$ cat config.mk
export PLATFORM = sky130hd
export DESIGN_NAME = instr_encoder_loader
export DESIGN_NICKNAME = d
export VERILOG_FILES = /design/src/rtl/instr_encoder_loader.sv
export SDC_FILE = /design/constraint.sdc
export NUM_CORES = 1
export LEC_CHECK = 0
export ABC_AREA = 1
export CORE_MARGIN = 3
export CORE_UTILIZATION = 67
export DETAILED_ROUTE_END_ITERATION = 10
export DONT_BUFFER_PORTS = 1
export GPL_TIMING_DRIVEN = 0
export PLACE_DENSITY = 0.89
export SYNTH_ARGS = -nofsm -noshare
export SYNTH_HDL_FRONTEND = slang
export SYNTH_SLANG_ARGS = --single-unit
export TNS_END_PERCENT = 1
$ cat constraint.sdc
create_clock -name clk -period 2.9 [get_ports clk]
set_clock_uncertainty 0.05 [all_clocks]
set_input_delay 0.29 -clock clk [delete_from_list [all_inputs] [get_ports clk]]
set_output_delay 0.29 -clock clk [all_outputs]
set_load 0.03 [all_outputs]
$ cat src/rtl/instr_encoder_loader.sv
// instr_encoder_loader: packs decoded RV32I fields into instruction words and
// writes them to consecutive instruction-memory word addresses.
// Optional immediate range checking is enabled by defining ENC_RANGE_CHECK_EN.
module instr_encoder_loader #(
  parameter int ADDR_W = 9
) (
  input  logic              clk,
  input  logic              reset,
  input  logic              start,
  input  logic [ADDR_W-1:0] start_addr,
  input  logic              in_valid,
  output logic              in_ready,
  input  logic              in_last,
  input  logic [2:0]        in_kind,
  input  logic [4:0]        rd,
  input  logic [4:0]        rs1,
  input  logic [4:0]        rs2,
  input  logic [2:0]        funct3,
  input  logic [6:0]        funct7,
  input  logic [31:0]       imm,
  output logic              imem_we,
  output logic [ADDR_W-1:0] imem_addr,
  output logic [31:0]       imem_wdata,
  output logic              busy,
  output logic              done,
  output logic              err,
  output logic [ADDR_W-1:0] count
);

  localparam logic [2:0] K_R    = 3'd0;
  localparam logic [2:0] K_I    = 3'd1;
  localparam logic [2:0] K_LW   = 3'd2;
  localparam logic [2:0] K_SW   = 3'd3;
  localparam logic [2:0] K_BR   = 3'd4;
  localparam logic [2:0] K_LUI  = 3'd5;
  localparam logic [2:0] K_JAL  = 3'd6;
  localparam logic [2:0] K_JALR = 3'd7;

  typedef enum logic [1:0] {
    S_IDLE   = 2'd0,
    S_ACCEPT = 2'd1,
    S_WRITE  = 2'd2,
    S_DONE   = 2'd3
  } state_t;

  state_t              state_reg, state_next;
  logic [ADDR_W-1:0]   ptr_reg;
  logic [ADDR_W-1:0]   count_reg;
  logic [31:0]         word_reg;
  logic                last_reg;
  logic [31:0]         enc_word;
  logic                range_ok;

  // Combinational encoder: scatter the fields into the word layout of each kind
  always_comb begin
    enc_word = '0;
    case (in_kind)
      K_R:    enc_word = {funct7, rs2, rs1, funct3, rd, 7'b0110011};
      K_I:    enc_word = {imm[11:0], rs1, funct3, rd, 7'b0010011};
      K_LW:   enc_word = {imm[11:0], rs1, 3'b010, rd, 7'b0000011};
      K_SW:   enc_word = {imm[11:5], rs2, rs1, 3'b010, imm[4:0], 7'b0100011};
      K_BR:   enc_word = {imm[12], imm[10:5], rs2, rs1, funct3, imm[4:1], imm[11], 7'b1100011};
      K_LUI:  enc_word = {imm[31:12], rd, 7'b0110111};
      K_JAL:  enc_word = {imm[20], imm[10:1], imm[11], imm[19:12], rd, 7'b1101111};
      K_JALR: enc_word = {imm[11:0], rs1, 3'b000, rd, 7'b1100111};
      default: enc_word = '0;
    endcase
  end

`ifdef ENC_RANGE_CHECK_EN
  logic signed [31:0] imm_s;
  logic               err_reg;
  assign imm_s = imm;

  // Immediate range check per instruction kind; a failing bundle is consumed but never written
  always_comb begin
    range_ok = 1'b1;
    case (in_kind)
      K_I, K_LW, K_SW, K_JALR:
        range_ok = (imm_s >= -32'sd2048) && (imm_s <= 32'sd2047);
      K_BR:
        range_ok = (imm_s >= -32'sd4096) && (imm_s <= 32'sd4094) && !imm[0];
      K_JAL:
        range_ok = (imm_s >= -32'sd1048576) && (imm_s <= 32'sd1048574) && !imm[0];
      K_LUI:
        range_ok = (imm[11:0] == 12'd0);
      default:
        range_ok = 1'b1;
    endcase
  end

  assign err = err_reg;
`else
  assign range_ok = 1'b1;
  assign err      = 1'b0;
`endif

  // State register
  always_ff @(posedge clk) begin
    if (reset) state_reg <= S_IDLE;
    else       state_reg <= state_next;
  end

  // Next-state logic and state-decoded outputs
  always_comb begin
    state_next = state_reg;
    in_ready   = 1'b0;
    imem_we    = 1'b0;
    busy       = 1'b1;
    done       = 1'b0;
    case (state_reg)
      S_IDLE: begin
        busy = 1'b0;
        if (start) state_next = S_ACCEPT;
      end
      S_ACCEPT: begin
        in_ready = 1'b1;
        if (in_valid) begin
          if (range_ok)     state_next = S_WRITE;
          else if (in_last) state_next = S_DONE;
          else              state_next = S_ACCEPT;
        end
      end
      S_WRITE: begin
        imem_we    = 1'b1;
        state_next = last_reg ? S_DONE : S_ACCEPT;
      end
      S_DONE: begin
        done       = 1'b1;
        state_next = S_IDLE;
      end
      default: state_next = S_IDLE;
    endcase
  end

  // Datapath: address pointer, word counter, captured word and last flag
  always_ff @(posedge clk) begin
    if (reset) begin
      ptr_reg   <= '0;
      count_reg <= '0;
      word_reg  <= '0;
      last_reg  <= 1'b0;
`ifdef ENC_RANGE_CHECK_EN
      err_reg   <= 1'b0;
`endif
    end else begin
      case (state_reg)
        S_IDLE: begin
          if (start) begin
            ptr_reg   <= start_addr;
            count_reg <= '0;
`ifdef ENC_RANGE_CHECK_EN
            err_reg   <= 1'b0;
`endif
          end
        end
        S_ACCEPT: begin
          if (in_valid) begin
            if (range_ok) begin
              word_reg <= enc_word;
              last_reg <= in_last;
            end
`ifdef ENC_RANGE_CHECK_EN
            else begin
              err_reg <= 1'b1;
            end
`endif
          end
        end
        S_WRITE: begin
          // Natural modulo-2^ADDR_W wrap for both pointer and count
          ptr_reg   <= ptr_reg + ADDR_W'(1);
          count_reg <= count_reg + ADDR_W'(1);
        end
        default: ;
      endcase
    end
  end

  assign imem_addr  = ptr_reg;
  assign imem_wdata = word_reg;
  assign count      = count_reg;

endmodule

==> results.toml, run 1 <==
[critical_path]
startpoint = "state_reg[0]"
r2r-start = "count[0]"
crit_path_top_delay_cell = "dfxtp_1"
r2r_slack_ns = 1.14
r2r-end = "count[8]"
crit_path_max_fanout = 10
max_stage_delay_ns = 0.38
cp-end-kind = "output port"
worstPathArrival_ns = 1.46
path_cells = "inv_1, nand2_2, clkinv_1, buf_2"
reg2reg_depth = 9
cp.required_ns = 2.56
cp-start-kind = "flop"
cp_top_family = "buffers and inverters"
critical_path_buf_inv_count = 3
crit_type = "reg -> out"

[die]
die_y_um = 69.5
core_sq_mm = 0.00377
pin_count = 129
initial_utilization = 0.717
die-area_sq_mm = 0.00483
fp.dieW_um = 69.5
placementRows = 22

[finish]
layout-drive-gt1-share = 0.0791
final_cell_area_sq_mm = 0.00289
final_cells = 465
largest_reg_flops = 31
n_antenna_cell = 0
final_core_util = 0.765
nets = 492
area_delta_synth_final_pct = 6.71

[timing]
slew_headroom = 0.667
slew_viol_final = 0
worstMarginPinSlew_ns = 0.499
final_hold_viol_count = 0
fmax_mhz = 554
setup_violations = 0
setup_tns_ns = 0
fin_crit_ns = 1.80
fin_ws_ns = 1.10
fin_crit_sh = 0.622
rsz0062_at_grt = "false"
holdWs_ns = 0.0680

[synthesis]
synthTopCellsByArea = "dfxtp_1, nand2_1, inv_1"
synth_top_family_by_area = "simple AND/OR/NAND/NOR gates"
ys_seq_area_frac = 0.385
yosysTopAreaCellShare = 0.385
synthXorXnorAreaFrac = 0
synth_cells = 408
yosysWarningCount = 0
synth_simple_gate_area_frac = 0.299
synth-async-reset-ratio = 0
syn_avg_cell_area_sq_um = 6.63
synth-seq-cells = 52
yosys.area_share.adder = 0.00925
synth_edf_count = 0
synth_area_sq_mm = 0.00270
synth-compound-area-share = 0.199
yosys.area.top_type = "dfxtp_1"
ys_types = 31
synthMuxAreaShare = 0
syn-num-nets = 484
ys.flop_type = "dfxtp_1"

[power]
power.density_mw_per_mm2 = 544
worst_ir_drop_vdd_v = 0.000383
cellLeakagePower_nw = 1.33
power_mw = 1.57

[drt]
dr_total_vias = 2658
initialDrtViolationCount = 216
vias_per_cell = 5.72
first_pass_iters = 4
route.detailed.drc = 0
drt-total-wl_mm = 7.06
post_drt_wl_per_cell_um = 15.2
postRouteAntennaNets = 0

[clocking]
post_cts_buffers = 0
clk_latency_ns = 0.31
cts_root_buf = "clkbuf_8"
clock_sinks = 52
numCtsBuffers = 5
htreeDepth = 2
cts_tree = "done"
cts.path.max_buffers = 2
path_clk_slew_ns = 0.10
hold_buffers = 1
cts-resized-gates = 0

[placement]
place_area_sq_mm = 0.00276
io_buffers = 0
dpl.cell_count = 456
dp_hpwl_mm = 5.39
dpl_worst_slack_ns = 1.17
gp_congestion = 0.940

[worst_hold_path]
hold_class = "in -> reg"
min_path_cells = 2
holdPathEnd = "last_reg"
hp-start = "in_last"

[global_route]
antenna_found_initial = 0
first_global_vias = 2500
use_met2 = 0.499
grt_busiest_layer = "met2"
grt_pass1_wl_mm = 11.6
grt.met1_usage = 0.340
grt_usage = 0.293
grt_overflow = 0
grt_use_met3 = 0.117
grt_max_degree = 17

[run_status]
run_status = "completed"

[flow_run]
max_cap_viol_count = 0
[layer usage]
layer / up-vias / routed length (um)
met1: 1174 / 2700
met3: 10 / 781
met5: - / 0
li1: 1346 / -
met2: 128 / 3480
met4: 0 / 97
[logic make-up after synthesis]
group           after synthesis
compound gates               94
fa+ha+maj                     2
buf+inv                      70
flops                        52
other cells                   1
simple gates                189
[placed cells by master, fill, tap and decap left out, types with 2 or more instances in the layout]
cell type / n
nand2_1: 116
dfxtp_1: 52
inv_1: 47
o21ai_0: 34
a21oi_1: 28
nor2_1: 27
nand3_1: 21
nand4_1: 11
a31oi_1: 9
buf_2: 8
o21a_1: 8
inv_2: 6
o211ai_1: 6
a21o_1: 5
clkbuf_8: 5
clkbuf_1: 4
nand2_2: 3
nand3b_1: 3
nor2_2: 2
nor3_1: 2
o22ai_1: 2
a211oi_1: 2
ha_1: 2
buf_4: 2
[layout make-up]
class / count / area, sq um
multi-input cells: 286 / 1380
flip-flops and latches: 52 / 1040
fillers: 324 / 886
inverters: 54 / 203
plain buffers: 16 / 85.1
clock buffers: 5 / 68.8
well taps: 48 / 60.1
clock inverters: 3 / 42.5
repair buffers: 1 / 10.0
[Yosys cell counts, types with 6 or more instances]
master	n
a21oi_1	28
a31oi_1	9
buf_2	8
dfxtp_1	52
inv_1	47
inv_2	6
nand2_1	116
nand3_1	21
nand4_1	11
nor2_1	27
o211ai_1	6
o21a_1	8
o21ai_0	34
[worst max-delay path by stage]
stage                     to  slack (ns)  cells after the start
global placement    count[8]        1.24                      8
finish               imem_we        1.10                      4
detailed placement  count[8]        1.17                      8
global route        count[8]        0.98                      9
CTS                  imem_we        1.11                      4
floorplan           count[8]        1.37                      8
[where the power goes]
| part | switching [mW] | internal (mW) | total, mW |
|---|---|---|---|
| clock network | 0.251 | 0.256 | 0.507 |
| logic | 0.131 | 0.0671 | 0.199 |
| registers | 0.110 | 0.754 | 0.864 |
Power figures use the tool's default switching activity.
==> inputs of run 2 (changes only) <==
- CORE_UTILIZATION: 67 -> 63
- PLACE_DENSITY: 0.89 -> 0.85
- clock period: 2.9 -> 1.7 ns (I/O delays scaled with it)
==> run 2 against run 1 <==
Worst hold slack got worse by 0.047 ns; cell count is 3.7% higher; sequential share of layout area is 1.4 points lower; first-iteration DRC count down 27%; total power up 60%; clock power rose by 31%; count of clock-buffer cells in the layout grew 1; via count grew 7.9%; global-route usage grew 0.61 points; setup slack lost 1.0 ns; utilization decreased by 1.8 points.
==> results.toml, run 2 (synthesized netlist as in run 1, its figures left out) <==
[run_status]
run_status = "completed"

[flow_run]
max_cap_viol_count = 0

[power]
power.density_mw_per_mm2 = 828
power_mw = 2.51
cellLeakagePower_nw = 1.39
worst_ir_drop_vdd_v = 0.000760

[finish]
final_core_util = 0.747
layout-drive-gt1-share = 0.0856
largest_reg_flops = 31
nets = 508
final_common_cell = "nand2_1"
layout_common_cells = "nand2_1, inv_1, dfxtp_1"
area_delta_synth_final_pct = 12.1
n_antenna_cell = 0

[placement]
dp_hpwl_mm = 5.46
gp_congestion = 0.889
io_buffers = 0
dpl_worst_slack_ns = 0.00672

[worst_hold_path]
hold_class = "in -> reg"

[critical_path]
cp.required_ns = 1.48
cp-end-kind = "output port"
startpoint = "state_reg[0]"
r2r-start = "imem_addr[0]"
worstPathArrival_ns = 1.40
r2r_slack_ns = 0.13
cp-start-kind = "flop"
reg2reg_depth = 7
crit_type = "reg -> out"
r2r-end = "imem_addr[8]"
crit_path_max_fanout = 10
crit_end = "imem_we"

[global_route]
antenna_found_initial = 0
grt_overflow = 0
grt_usage = 0.300
grt_pass1_wl_mm = 12.3
first_global_vias = 2708
grt_max_degree = 15

[clocking]
path_clk_slew_ns = 0.09
clk_latency_ns = 0.30
cts_tree = "done"
htreeDepth = 2
cts.path.max_buffers = 2
cts_root_buf = "clkbuf_8"
post_cts_buffers = 0
numCtsBuffers = 5
clock_sinks = 52

[drt]
post_drt_wl_per_cell_um = 15.6
route.detailed.drc = 0
dr_total_vias = 2867
first_pass_iters = 4
postRouteAntennaNets = 0
vias_per_cell = 5.95
drt-total-wl_mm = 7.51
initialDrtViolationCount = 158

[die]
die-area_sq_mm = 0.00511
core_sq_mm = 0.00406
initial_utilization = 0.666
placementRows = 23
fp.dieW_um = 71.5
die_y_um = 71.5
pin_count = 129

[timing]
fmax_mhz = 618
setup_violations = 0
slew_viol_final = 0
rsz0062_at_grt = "true"
fin_ws_ns = 0.0808
final_hold_viol_count = 0
worstMarginPinSlew_ns = 0.513
slew_headroom = 0.654
fin_crit_ns = 1.62
fin_crit_sh = 0.952
==> run 2: how the worst min path moves through the flow <==
stage	start	end	slack, ns	cells past startpoint
finish	imm[7]	imem_wdata[27]	0.02	4
global route	in_valid	state_reg[0]	0.04	3
CTS	imm[9]	imem_wdata[29]	0.01	4
detailed placement	reset	count[5]	0.20	1
global placement	reset	count[5]	0.20	1
floorplan	reset	count[5]	0.20	1
==> run 2: stage by stage <==
stage	instance area, sq um	std cells	TNS (ns)	hold slack [ns]
3_3_place_gp	2770	458	0	0.202
5_1_grt	3030	482	-0.0235	0.0358
4_1_cts	3020	482	0	0.0134
6_report	3030	482	0	0.0209
3_5_place_dp	2770	458	0	0.203
2_1_floorplan	2700	408	0	0.198
==> run 2: cell type report <==
type                       instances  area (sq um)
multi-input combinational        286          1380
sequential                        52          1050
fill                             343          1030
inverter                          54           206
timing repair buffer              17           170
buffer                            16          87.6
clock buffer                       6          72.6
tap                               50          62.6
clock inverter                     1          5.00
==> run 2: what timing repair did <==
item / CTS / global route
endpoints found under the hold margin: 14 / 0
hold buffers: 17 / 0
setup endpoints to repair: 1 / 7
gates resized for setup: 1 / 8
==> run 2: layer usage <==
layer,vias up,GRT usage,share of wire
met5,-,0,0
met4,0,0.136,0.025
met3,21,0.115,0.11
met2,172,0.499,0.49
met1,1295,0.339,0.37
li1,1379,-,-
==> run 2: critical path, cell delays in order, from the launching register on <==
cell        delay [ns]
dfxtp_1           0.38
inv_1             0.08
nand2_2           0.16
clkinvlp_4        0.20
clkbuf_4          0.27
==> run 2: report_power, final <==
group	leakage [nW]	internal (mW)	switching, mW
Combinational	0.917	0.139	0.235
Clock	0.0410	0.281	0.383
Sequential	0.427	1.29	0.188
==> inputs of run 3 (changes only) <==
- CORE_UTILIZATION: 63 -> 67
- PLACE_DENSITY: 0.85 -> 0.83
- clock period: 1.7 -> 1.9 ns (I/O delays scaled with it)
==> run 3 against run 2 <==
Register-to-register slack improved by 0.08 ns; total power fell by 4.4%; non-clock buffer count fell by 3; clock power rose by 14%; cell count fell by 0.83%; worst hold slack got worse by 0.017 ns; count of clock-buffer cells in the layout fell by 1; critical path depth rose by 3; sequential power fell by 10%; wire length fell by 4.2%; combinational power fell by 12%; critical path type is now reg -> reg; largest power group unchanged.
==> results.toml, run 3 (synthesized netlist as in run 1, its figures left out) <==
[power]
clockPowerShare = 0.315
switching_share = 0.308
worst_ir_drop_vdd_v = 0.000517
power.switching_mw = 0.740
p_int_mw = 1.66
p_comb_frac = 0.136
cellLeakagePower_nw = 1.39
sequentialPowerShare = 0.549
power.density_mw_per_mm2 = 796
power_mw = 2.40

[drt]
dr_total_vias = 2730
first_pass_iters = 5
drt-total-wl_mm = 7.20
route.detailed.drc = 0
post_drt_wl_per_cell_um = 15.1
vias_per_cell = 5.71
postRouteAntennaNets = 0
initialDrtViolationCount = 186

[placement]
dpl.cell_count = 456
gp_congestion = 0.890
io_buffers = 0
dpl_worst_slack_ns = 0.178
dp_hpwl_mm = 5.26

[clocking]
clock_sinks = 52
cts.path.max_buffers = 2
cts_tree = "done"
cts_root_buf = "clkbuf_8"
htreeDepth = 2
post_cts_buffers = 0
path_clk_slew_ns = 0.10
clk_latency_ns = 0.30
numCtsBuffers = 5

[die]
die-area_sq_mm = 0.00483
core_sq_mm = 0.00377
fp.dieW_um = 69.5
initial_utilization = 0.717
die_y_um = 69.5
placementRows = 22
pin_count = 129

[global_route]
first_global_vias = 2461
grt_pass1_wl_mm = 11.4
grt_max_degree = 17
antenna_found_initial = 0
grt_overflow = 0
grt_usage = 0.288

[critical_path]
worstPathArrival_ns = 1.87
crit_type = "reg -> reg"
cp-end-kind = "flop"
crit_path_top_delay_cell = "dfxtp_1"
crit_path_max_fanout = 6
max_stage_delay_ns = 0.57
cp.required_ns = 2.08
path_cells = "ha_1, nand2_1, nor2_1, nand3_1, nand2_1, nand3_1, a21oi_1"
cp-start-kind = "flop"

[timing]
fmax_mhz = 591
fin_ws_ns = 0.209
rsz0062_at_grt = "false"
fin_crit_ns = 1.69
final_hold_viol_count = 0
setup_tns_ns = 0
fin_crit_sh = 0.890
slew_viol_final = 0
setup_violations = 0

[finish]
largest_reg_flops = 31
final_cells = 478
area_delta_synth_final_pct = 11.6
n_antenna_cell = 0
layout_common_cells = "nand2_1, dfxtp_1, inv_1"
layout-drive-gt1-share = 0.0814
nets = 505
final_common_cell = "nand2_1"

[worst_hold_path]
hold_class = "in -> reg"

[flow_run]
max_cap_viol_count = 0

[run_status]
run_status = "completed"
## run 3: worst paths after layout
path	from	to	slack, ns	depth (start not counted)
hold / removal	start_addr[0]	imem_addr[0]	0.004	2
setup reg to reg	imem_addr[1]	imem_addr[8]	0.21	7
setup / recovery	imem_addr[1]	imem_addr[8]	0.21	7
hold reg to reg	last_reg	state_reg[1]	0.43	2
## run 3: critical path, delay by kind of cell, from the launching register on
family / cells / cell delay, ns
and+or+nand+nor: 5 / 0.63
adders and majority gates: 1 / 0.24
AOI/OAI and AO/OA: 1 / 0.14
DFF: 1 / 0.57
## run 3: final cells by class
type | count | area (sq um)
multi-input cells | 286 | 1380
fillers | 290 | 753
clock inverters | 3 | 42.5
well taps | 48 | 60.1
inverters | 54 | 203
clock buffers | 5 | 68.8
repair buffers | 14 | 140
flip-flops and latches | 52 | 1040
plain buffers | 16 | 85.1
## run 3: timing repair
| action | in CTS | in global routing |
|---|---|---|
| endpoints found under the hold margin | 11 | 0 |
| hold buffers | 14 | 0 |
| setup endpoints to repair | 0 | 1 |
| resized for setup | 0 | 2 |
## run 3: power groups by stage
stage,registers (mW),clock network [mW],logic (mW)
6_report,1.32,0.756,0.328
5_1_grt,1.33,0.807,0.369
4_1_cts,1.32,0.766,0.324
3_5_place_dp,1.34,0,0.298
3_3_place_gp,1.34,0,0.291
2_1_floorplan,1.33,0,0.242
## run 3: metrics by stage
step | hold slack (ns) | utilization | instance area, sq um
finish | 0.00408 | 0.800 | 3020
global route | 0.0175 | 0.800 | 3020
CTS | 0.000926 | 0.800 | 3020
detailed placement | 0.225 | 0.733 | 2760
global placement | 0.224 | 0.733 | 2760
floorplan | 0.218 | - | 2700
## run 3: routing by layer
metal  vias to the layer above  track usage  part of all wire  wire length [um]
met4                         0       0.0954             0.020               142
met3                        18        0.120             0.099               710
met2                       114        0.504              0.50              3610
li1                       1379            -                 -                 -
met5                         -            0                 0                 0
met1                      1219        0.312              0.38              2740
